### config.mk
export PLATFORM = sky130hd
export DESIGN_NAME = trig_detect
export DESIGN_NICKNAME = d
export VERILOG_FILES = /design/src/rtl/osc_trig_pkg.sv /design/src/rtl/trig_detect_thresh.sv /design/src/rtl/trig_detect.sv
export SDC_FILE = /design/constraint.sdc
export NUM_CORES = 1
export LEC_CHECK = 0
export CORE_ASPECT_RATIO = 1.4
export CORE_MARGIN = 2
export CORE_UTILIZATION = 60
export CTS_BUF_LIST = sky130_fd_sc_hd__clkbuf_4 sky130_fd_sc_hd__clkbuf_8
export DETAILED_ROUTE_END_ITERATION = 8
export GPL_TIMING_DRIVEN = 0
export PLACE_DENSITY = 0.93
export SYNTH_ARGS = -nofsm -noshare
export SYNTH_HDL_FRONTEND = slang
export SYNTH_SLANG_ARGS = --single-unit
### constraint.sdc
create_clock -name clk -period 6.5 [get_ports clk]
set_input_delay 1.95 -clock clk [delete_from_list [all_inputs] [get_ports clk]]
set_output_delay 1.95 -clock clk [all_outputs]
set_load 0.02 [all_outputs]
### src/rtl/osc_trig_pkg.sv
// Shared types and constants for the scope edge-trigger engine.
package osc_trig_pkg;

  typedef enum logic [2:0] {
    ST_IDLE,
    ST_PRE,
    ST_SEEK_ARM,
    ST_SEEK_FIRE,
    ST_HOLD
  } trig_state_t;

  localparam logic EDGE_RISE = 1'b1;
  localparam logic EDGE_FALL = 1'b0;

  // Pre-trigger / holdoff sample counter and auto-trigger timeout widths.
  localparam int unsigned CNT_W = 16;
  localparam int unsigned TMO_W = 20;

endpackage

### src/rtl/trig_detect_thresh.sv
// Saturating hysteresis thresholds around the trigger level plus the
// arm (leave the band on the far side) and fire (cross the level) compares.
module trig_thresh
  import osc_trig_pkg::*;
#(
  parameter int unsigned HYST = 4
) (
  input  logic [7:0] level,
  input  logic       edge_sel,
  input  logic [7:0] sample,
  output logic       arm_hit,
  output logic       fire_hit
);

  localparam logic [8:0] HYST_W = 9'(HYST);

  logic [8:0] sum;
  logic [7:0] lo;
  logic [7:0] hi;

  always_comb begin
    sum = {1'b0, level} + HYST_W;
    lo  = ({1'b0, level} >= HYST_W) ? (level - HYST_W[7:0]) : '0;
    hi  = sum[8] ? '1 : sum[7:0];
  end

  always_comb begin
    if (edge_sel == EDGE_RISE) begin
      arm_hit  = (sample <= lo);
      fire_hit = (sample >= level);
    end else begin
      arm_hit  = (sample >= hi);
      fire_hit = (sample <= level);
    end
  end

endmodule

### src/rtl/trig_detect.sv
// Edge-trigger FSM: arm -> pre-trigger fill -> hysteresis seek -> holdoff.
// Optional auto-trigger timeout is built when TRIG_AUTO_EN is defined.
module trig_detect
  import osc_trig_pkg::*;
#(
  parameter int unsigned HYST         = 4,
  parameter int unsigned PRE_DEPTH    = 150,
  parameter int unsigned HOLDOFF      = 16,
  parameter int unsigned AUTO_TIMEOUT = 1000000
) (
  input  logic       clk,
  input  logic       rst,
  input  logic [7:0] ad_data,
  input  logic       deci_valid,
  input  logic [7:0] trig_level,
  input  logic       trig_edge,
  input  logic       wave_run,
  input  logic       arm,
  output logic       trig_pulse,
  output logic       trig_busy,
  output logic       auto_trig
);

  localparam logic [CNT_W-1:0] PRE_LAST  = CNT_W'(PRE_DEPTH - 1);
  localparam logic [CNT_W-1:0] HOLD_LAST = CNT_W'(HOLDOFF - 1);

  trig_state_t      state, state_n;
  logic [CNT_W-1:0] cnt, cnt_n;
  logic [7:0]       level_q, level_n;
  logic             edge_q, edge_n;
  logic             pulse_q, pulse_n;
  logic             auto_q, auto_n;
  logic             arm_hit, fire_hit;

`ifdef TRIG_AUTO_EN
  localparam logic [TMO_W-1:0] TMO_LAST = TMO_W'(AUTO_TIMEOUT - 1);
  logic [TMO_W-1:0] tmo, tmo_n;
`endif

  trig_thresh #(
    .HYST(HYST)
  ) u_thresh (
    .level   (level_q),
    .edge_sel(edge_q),
    .sample  (ad_data),
    .arm_hit (arm_hit),
    .fire_hit(fire_hit)
  );

  always_ff @(posedge clk) begin
    if (rst) begin
      state   <= ST_IDLE;
      cnt     <= '0;
      level_q <= '0;
      edge_q  <= EDGE_RISE;
      pulse_q <= 1'b0;
      auto_q  <= 1'b0;
`ifdef TRIG_AUTO_EN
      tmo     <= '0;
`endif
    end else begin
      state   <= state_n;
      cnt     <= cnt_n;
      level_q <= level_n;
      edge_q  <= edge_n;
      pulse_q <= pulse_n;
      auto_q  <= auto_n;
`ifdef TRIG_AUTO_EN
      tmo     <= tmo_n;
`endif
    end
  end

  always_comb begin
    state_n = state;
    cnt_n   = cnt;
    level_n = level_q;
    edge_n  = edge_q;
    pulse_n = 1'b0;
    auto_n  = 1'b0;
`ifdef TRIG_AUTO_EN
    tmo_n   = tmo;
`endif

    unique case (state)
      ST_IDLE: begin
        if (arm && wave_run) begin
          level_n = trig_level;
          edge_n  = trig_edge;
          cnt_n   = '0;
          state_n = ST_PRE;
        end
      end
      ST_PRE: begin
        if (deci_valid) begin
          if (cnt == PRE_LAST) begin
            cnt_n   = '0;
            state_n = ST_SEEK_ARM;
`ifdef TRIG_AUTO_EN
            tmo_n   = '0;
`endif
          end else begin
            cnt_n = cnt + CNT_W'(1);
          end
        end
      end
      ST_SEEK_ARM: begin
        if (deci_valid && arm_hit) state_n = ST_SEEK_FIRE;
      end
      ST_SEEK_FIRE: begin
        if (deci_valid && fire_hit) begin
          pulse_n = 1'b1;
          cnt_n   = '0;
          state_n = ST_HOLD;
        end
      end
      ST_HOLD: begin
        if (HOLDOFF == 0) begin
          state_n = ST_IDLE;
        end else if (deci_valid) begin
          if (cnt == HOLD_LAST) begin
            cnt_n   = '0;
            state_n = ST_IDLE;
          end else begin
            cnt_n = cnt + CNT_W'(1);
          end
        end
      end
      default: begin
        cnt_n   = '0;
        state_n = ST_IDLE;
      end
    endcase

`ifdef TRIG_AUTO_EN
    // Timeout overrides the search result unless a real edge fired on this sample.
    if ((state == ST_SEEK_ARM || state == ST_SEEK_FIRE) && deci_valid) begin
      tmo_n = tmo + TMO_W'(1);
      if (tmo == TMO_LAST && !pulse_n) begin
        pulse_n = 1'b1;
        auto_n  = 1'b1;
        cnt_n   = '0;
        state_n = ST_HOLD;
      end
    end
`endif

    // Stop wins over everything, including a pulse due this cycle.
    if (!wave_run) begin
      state_n = ST_IDLE;
      cnt_n   = '0;
      pulse_n = 1'b0;
      auto_n  = 1'b0;
`ifdef TRIG_AUTO_EN
      tmo_n   = '0;
`endif
    end
  end

  assign trig_pulse = pulse_q;
  assign trig_busy  = (state != ST_IDLE);
  assign auto_trig  = auto_q;

endmodule

Word level (Yosys, flattened, before mapping). Index checks and enable logic that the tools add are counted.

Equal/unequal tests: 13. Div/mod/pow operators: 0. $add $sub $neg: 3. Shifts and indexed selects: 0. Bitwise operators: 3. Muxes and demuxes: 20. Multipliers: 0. Order comparisons: 5. Reductions and logical operators: 10.

Operators by type and width (number): $mux 16 (6); $pmux 16 s5 (1); $mux 3 (7); $add 16x1->16 const B (1); $eq 16x4->1 const B (1); $eq 16x8->1 const B (1); $ge 8x8->1 (2); $le 8x8->1 (2); $mux 8 (2); $pmux 3 s5 (1); $ne 2x2->1 const B (7); $add 8x3->9 const B (1); $ge 8x3->1 const B (1); $sub 8x3->8 const B (1); $reduce_and 7->1 (1); $eq 3x2->1 const B (2); $reduce_and 5->1 (1); $eq 3x1->1 const B (1); $eq 3x3->1 const B (1); $logic_and 1x1->1 (3); $logic_not 3->1 (1); $mux 1 (3); $not 1->1 (3); $reduce_bool 3->1 (1); 3 further kinds (3).

Memory bits (writable): 0. Input port bits: 22. Logic and storage cells: 59. Bits in latches: 0. Register bits: 29. Memories kept: 0. Bits in read-only memories: 0.

Depth between registers and ports, before layout. Gate-level depths: netlist (run 1).

Word-level depth: 7. Depth in mapped cells: 14. Depth with buffers taken out: 14.

By module. A second synthesis (run 1) with hierarchy kept.

Cells, all modules: 297. Area total of the unflattened synthesis: 2386.0 sq um.

By module, submodules not included: trig_detect (cells each 184, instances 1, area an instance 1576.5 sq um); trig_thresh (cells each 113, instances 1, area an instance 809.5 sq um).

Least setup slack after synthesis (run 1). OpenSTA, ideal clock, no wires.

Kind: input to register. From: input ad_data[1]. To: register cnt[15]. Cell stages on the path: 9. Library setup time: 0.073 ns. Path slack: 2.859 ns. Path buffers: 1. Arrival: 3.568 ns. Required time: 6.427 ns. Cells stage by stage: ha_1 -> nor2b_1 -> o211ai_1 -> a21oi_1 -> o21a_1 -> nor4_4 -> o21ai_2 -> buf_6 -> o211ai_2.

Word-level cells in the longest chain between the ends: 5.

RTL lines: start: declaration (RTL line trig_detect.sv:13) `input logic [7:0] ad_data,`; $le 8x8->1 / $ge 8x8->1 (equally long branches) (RTL line trig_detect_thresh.sv:33, trig_detect_thresh.sv:30); $mux 1 * (RTL line trig_detect_thresh.sv:28) `if (edge_sel == EDGE_RISE) begin`; $logic_and 1x1->1 * (RTL line trig_detect.sv:111) `if (deci_valid && fire_hit) begin`; $ne 2x2->1 (no source line) *; $reduce_and 5->1 (no source line) *; end signal: assignment (RTL line trig_detect.sv:63) `cnt <= cnt_n;`; end: declaration (RTL line trig_detect.sv:28) `logic [CNT_W-1:0] cnt, cnt_n;`.

Every way passes the cells marked *; elsewhere a longest branch is shown, timed or not. A chain may end at the register's enable or synchronous reset.

Worst setup path after layout (run 1). Same ends and word-level chain as after synthesis.

==> impl_metrics.yaml, run 1 <==
route:
  firstDrtPassIters: 4
  viasPerCell: 6.082
  antenna_left: 0
  vias: 2214
  drc_errors: 0
  drt-initial-drc-count: 87
  wire_per_inst_um: 14.65
  wl_um: 5334
power_and_ir_drop:
  power_mw: 0.4518
  p_leak_nw: 1.014
  p_per_area_mw_per_mm2: 167.6
  ir_drop_mv: 0.1711
finish:
  areaGrowthSynthToFinish_pct: 16.05
  postLayoutCellArea_mm2: 0.002696
  drive_above_1_share_pct: 9.317
  finalNonFillerCells: 364
  nets: 373
  num_antenna_cells: 0
setup_path:
  path_buf_inv: 2
  worstPathArrival_ps: 4230
  critPathKind: "primary input to flip-flop"
  startpoint_type: "primary input"
  crit_chain: "clkdlybuf4s50_1, ha_1, nor2b_1, o211ai_1, a21oi_1, o21a_1, nor4_4, o21ai_2, buf_6, o211ai_2"
  setup.worst_path.end_class: "flip-flop"
  max_stage_delay_ps: 460
  crit_cells: 10
  worstPathMaxFanout: 10
  path_delay_family: "compound AO/OA/AOI/OAI gates"
  crit_required_ps: 6710
  reg2regPathDepth: 12
  crit_slowest_cell: "clkdlybuf4s50_1"
yosys:
  synth_warnings: 0
  synth.cell_area_mm2: 0.002323
  async_flop_share_pct: 0
  syn_inst: 292
  synth_nets: 343
  yosysUniqueCellTypes: 54
  synth-edff-count: 0
  synth-seq-cells: 29
  ys.flop_type: "dfxtp_1"
  synth_seq_area_share_pct: 24.99
  syn_avg_cell_area_um2: 7.957
clock_network:
  h-tree-depth: 2
  cts_root_buf: "clkbuf_8"
  cts_inserted_buffers: 5
  clockBufferDepth: 2
  cts.hold.buffers_added: 0
  post_cts_buffers: 0
  clk_pin_slew_ps: 60
  cts_tree: "done"
  clock_latency_ps: 290
  cts_sinks: 29
  ctsResizeCount: 0
sta:
  fin_setup_tns_ps: 0
  period_share_pct: 61.83
  skew_ps: 5.992
  slew_headroom_pct: 58.37
  rsz0062_at_grt: "false"
  fmax_mhz: 248.8
  worst_pin_slew_ps: 619.7
  layout_setup_ws_ps: 2481
  layout_min_cycle_time_ps: 4019
  setup_violations: 0
  finalHoldViolations: 0
  drv_slew: 0
grt:
  grt_usage_pct: 26.74
  grt_max_degree: 11
  antenna_found_initial: 0
  grt_pass1_vias: 2181
  grt_pass1_wl_um: 9397
  gr-total-overflow: 0
job:
  max_cap_violations: 0
place:
  hpwl_um: 4165
  dpl_cell_area_mm2: 0.002606
  dpl.cell_count: 357
  place_ws_ps: 2172
  numPortBuffers: 23
  globalplace.congestion: 0.9307
floorplan:
  rows: 26
  start_util_pct: 63.21
  die_w_um: 56.60
  core_area_mm2: 0.003676
  dieHeight_um: 77.63
  dieArea_mm2: 0.004393
  io_pins: 25
worst_hold_path:
  min_path_type: "flip-flop to flip-flop"
  min_path_cells: 1
run_status:
  outcome: "finished clean"
## power by group
part	switching, mW	internal, mW	total, mW
logic	0.0577	0.0521	0.110
clock network	0.0673	0.0879	0.155
registers	0.00536	0.181	0.187
total	0.130	0.321	0.452
## worst paths after layout
check,startpoint,to,slack [ps]
worst min-delay path,cnt[0]$_SDFFE_PP0P_,cnt[0]$_SDFFE_PP0P_,510
worst min register to register,cnt[0]$_SDFFE_PP0P_,cnt[0]$_SDFFE_PP0P_,510
worst max register to register,level_q[2]$_SDFFE_PP0P_,state[0]$_SDFFE_PP0P_,3570
worst max-delay path,ad_data[1],cnt[15]$_SDFFE_PP0P_,2480
## layout make-up
cell class                 instances  area [um^2]
multi-input combinational        231         1602
inverter                          23        86.33
timing repair buffer              23        230.2
fill                             265        979.7
clock buffer                       7        90.09
sequential                        29        580.6
tap                               42        52.55
buffer                             9        55.05
## sequential cells by signal, indices dropped and copies added (netlist names)
register / cells
level_q: 8
edge_q: 1
cnt: 16
state: 3
trig_pulse: 1
## cell usage in the layout (no fill, tap or decap), types with 3 or more instances in the layout
master / n
a21oi_1: 14
a31oi_1: 9
clkbuf_1: 4
clkbuf_8: 6
clkdlybuf4s50_1: 23
dfxtp_1: 29
ha_1: 29
inv_1: 23
mux2i_1: 11
nand2_1: 19
nand2b_1: 3
nand3_1: 16
nand4_1: 10
nor2_1: 26
nor2b_1: 7
nor3_1: 17
o21ai_0: 10
o21ai_1: 10
or2_2: 3
or3_1: 3
xnor2_1: 4
## cells in the mapped netlist, types with 2 or more instances
master / n / area share [%]
a21o_1: 2 / 0.65
a21oi_1: 14 / 3.0
a31oi_1: 9 / 2.4
and3_1: 2 / 0.54
buf_2: 2 / 0.43
buf_6: 2 / 0.97
clkbuf_1: 4 / 0.65
dfxtp_1: 29 / 25
ha_1: 29 / 16
inv_1: 23 / 3.7
mux2i_1: 11 / 4.7
nand2_1: 19 / 3.1
nand2b_1: 3 / 0.81
nand3_1: 16 / 3.4
nand4_1: 10 / 2.7
nor2_1: 26 / 4.2
nor2b_1: 7 / 1.9
nor3_1: 17 / 3.7
nor4_4: 2 / 1.8
o211ai_1: 2 / 0.65
o21ai_0: 10 / 2.2
o21ai_1: 10 / 2.2
o21ai_2: 2 / 0.75
o311ai_0: 2 / 0.75
or2_2: 3 / 0.81
or3_1: 3 / 0.81
or4_1: 2 / 0.65
xnor2_1: 4 / 1.5
xor2_1: 2 / 0.75
## cell families (layout without fill, tap and decap cells)
group                      count (synthesis)  count (layout)  synth area share, %
muxes                                     11              11                4.739
AOI/OAI and AO/OA                         64              64                17.82
DFF                                       29              29                24.99
buffers and inverters                     32              62                6.085
other                                      1               1               0.1614
and+or+nand+nor                          120             120                28.33
xor gates and xnor gates                   6               6                2.262
adders and majority gates                 29              29                15.62
## through the flow
| step | utilization (%) | hold slack [ps] |
|---|---|---|
| 2_1_floorplan | - | 474.8 |
| 3_3_place_gp | 70.90 | 495.8 |
| 3_5_place_dp | 70.90 | 506.2 |
| 4_1_cts | 73.35 | 514.2 |
| 5_1_grt | 73.35 | 540.8 |
| 6_report | 73.35 | 513.5 |
## worst register-to-register path, delay by kind of cell (launching register included)
kind,cells,cell delay [ps]
AND/OR/NAND/NOR,5,1140
adder cells (fa/ha/maj),2,460
flip-flops,1,470
AO/OA/AOI/OAI,4,660
multiplexers,1,80
## layer usage
metal / vias to the layer above / GRT usage (%) / share of wire [%] / routed length, um
met5: - / 0 / 0 / 0
met4: 0 / 10.71 / 2.2 / 119
met3: 14 / 5.833 / 3.2 / 173
met2: 48 / 48.02 / 53 / 2850
met1: 1033 / 29.86 / 41 / 2191
li1: 1119 / - / - / -
Note: power is estimated with default switching activity, not from simulation.
==> inputs of run 2 (changes only) <==
CORE_UTILIZATION = 53   (was 60)
PLACE_DENSITY = 0.88   (was 0.93)
clock period = 3.6 ns   (was 6.5 ns; I/O delays follow)
==> run 2 against run 1 <==
  * Clock power is 81% higher
  * Critical path depth stayed put
  * Cell count grew 4.9%
  * First-iteration DRC count is 55% higher
  * Hold slack lost 7.7 ps
  * Wire length grew 1.5%
  * Highest routed layer unchanged
==> impl_metrics.yaml, run 2 (same netlist as run 1, synthesis figures left out) <==
run_status:
  outcome: "finished clean"
clock_network:
  clockBufferDepth: 2
  cts.hold.buffers_added: 0
  cts_sinks: 29
  clk_pin_slew_ps: 60
  post_cts_buffers: 0
  cts_root_buf: "clkbuf_8"
  clock_latency_ps: 290
  ctsResizeCount: 0
  cts_tree: "done"
  cts_inserted_buffers: 5
  h-tree-depth: 2
grt:
  grt_max_degree: 11
  antenna_found_initial: 0
  gr-total-overflow: 0
  grt_pass1_wl_um: 9653
  gr-max-usage-layer: "met2"
  grt_pass1_vias: 2121
  met2_usage_pct: 45.98
  use_met3_pct: 6.075
  grt_usage_pct: 25.32
  grt.met1_usage_pct: 29.20
sta:
  hold_ws_ps: 505.8
  layout_min_cycle_time_ps: 3196
  drv_slew: 0
  rsz0062_at_grt: "false"
  finalHoldViolations: 0
  fin_setup_tns_ps: 0
  skew_ps: 8.009
  setup_violations: 0
  fmax_mhz: 312.9
  worst_pin_slew_ps: 570.0
  period_share_pct: 88.78
  slew_headroom_pct: 61.71
floorplan:
  io_pins: 25
  start_util_pct: 54.81
  die_w_um: 59.96
  dieArea_mm2: 0.004937
  core_area_mm2: 0.004239
  dieHeight_um: 82.34
  rows: 28
setup_path:
  r2r_start: "level_q[2]$_SDFFE_PP0P_"
  max_stage_delay_ps: 470
  crit_slowest_cell: "clkdlybuf4s50_1"
  r2r-end: "state[0]$_SDFFE_PP0P_"
  reg2regPathDepth: 14
  r2r_slack_ps: 720
  crit_required_ps: 3810
  startpoint_type: "primary input"
  setup.worst_path.end_class: "flip-flop"
  crit_chain: "clkdlybuf4s50_1, ha_1, nor2b_1, o211ai_1, a21oi_1, o21a_1, nor4_4, o21ai_2, buf_6, mux2i_1"
  worstPathArrival_ps: 3410
  worstPathMaxFanout: 10
  critPathKind: "primary input to flip-flop"
job:
  max_cap_violations: 0
power_and_ir_drop:
  power_mw: 0.8159
  intPower_mw: 0.5806
  switching_power_mw: 0.2353
  share_comb_of_total_power_pct: 24.3
  ir_drop_mv: 0.2451
  seqPwrFrac_pct: 41.3
  p_per_area_mw_per_mm2: 300.1
  p_clk_share_pct: 34.4
  p_leak_nw: 1.014
  swShare_pct: 28.84
worst_hold_path:
  min_from: "cnt[1]$_SDFFE_PP0P_"
  min_path_type: "flip-flop to flip-flop"
  min_path_cells: 2
  hold_path_end: "cnt[1]$_SDFFE_PP0P_"
finish:
  drive_above_1_share_pct: 9.317
  largest_reg_flops: 16
  areaGrowthSynthToFinish_pct: 17.02
  final_cell_mix: "29 x ha_1, 29 x dfxtp_1, 26 x nor2_1"
  nets: 373
  reg_top3: "cnt x16, level_q x8, state x3"
  num_antenna_cells: 0
  top_register: "cnt"
route:
  firstDrtPassIters: 5
  viasPerCell: 5.757
  drc_errors: 0
  vias: 2199
  wire_per_inst_um: 14.17
  wl_um: 5412
  antenna_left: 0
  drt-initial-drc-count: 135
place:
  numPortBuffers: 23
  hpwl_um: 4224
  globalplace.congestion: 0.8809
==> run 2: cell counts in the layout (fill, tap and decap cells not counted) <==
Identical to the previous run, type by type.
==> run 2: power groups by stage <==
stage	combinational [mW]	sequential [mW]	clock (mW)
2_1_floorplan	0.136	0.340	0
6_report	0.198	0.337	0.281
3_5_place_dp	0.196	0.344	0
3_3_place_gp	0.188	0.343	0
5_1_grt	0.228	0.338	0.295
4_1_cts	0.199	0.337	0.278
==> run 2: cell type report <==
cell class / count / area [um^2]
tap: 60 / 75.07
sequential: 29 / 580.6
fill: 359 / 1520
multi-input combinational: 231 / 1602
timing repair buffer: 23 / 230.2
buffer: 9 / 55.05
clock buffer: 7 / 90.09
inverter: 23 / 86.33
==> run 2: per-layer routing <==
metal	vias up	wire length [um]
met2	59	2874
met3	16	189
met1	1001	2245
li1	1123	-
met5	-	0
met4	0	102
==> run 2: worst max-delay path by stage <==
stage,startpoint,end,slack [ps],depth (start not counted)
floorplan,ad_data[1],cnt[15]$_SDFFE_PP0P_,830,9
global placement,ad_data[1],cnt[0]$_SDFFE_PP0P_,150,10
detailed placement,ad_data[1],cnt[0]$_SDFFE_PP0P_,70,10
CTS,ad_data[1],cnt[0]$_SDFFE_PP0P_,360,10
global route,ad_data[1],cnt[0]$_SDFFE_PP0P_,170,10
finish,ad_data[1],cnt[0]$_SDFFE_PP0P_,400,10
==> run 2: metrics by stage <==
| step | worst slack, ps | utilization, % | instances | instance area [um^2] |
|---|---|---|---|---|
| after detailed placement | 70.32 | 62.01 | 375 | 2629 |
| after CTS | 357.7 | 64.14 | 382 | 2719 |
| after global placement | 146.6 | 62.01 | 375 | 2629 |
| final | 403.8 | 64.14 | 382 | 2719 |
| after global routing | 173.1 | 64.14 | 382 | 2719 |
| after floorplan | 828.6 | - | 292 | 2323 |
==> run 2: worst max-delay path, delay by kind of cell <==
family	cells	cell delay [ps]
mux	1	140
compound gates	4	660
simple gates	2	540
fa+ha+maj	1	330
buf+inv	2	650
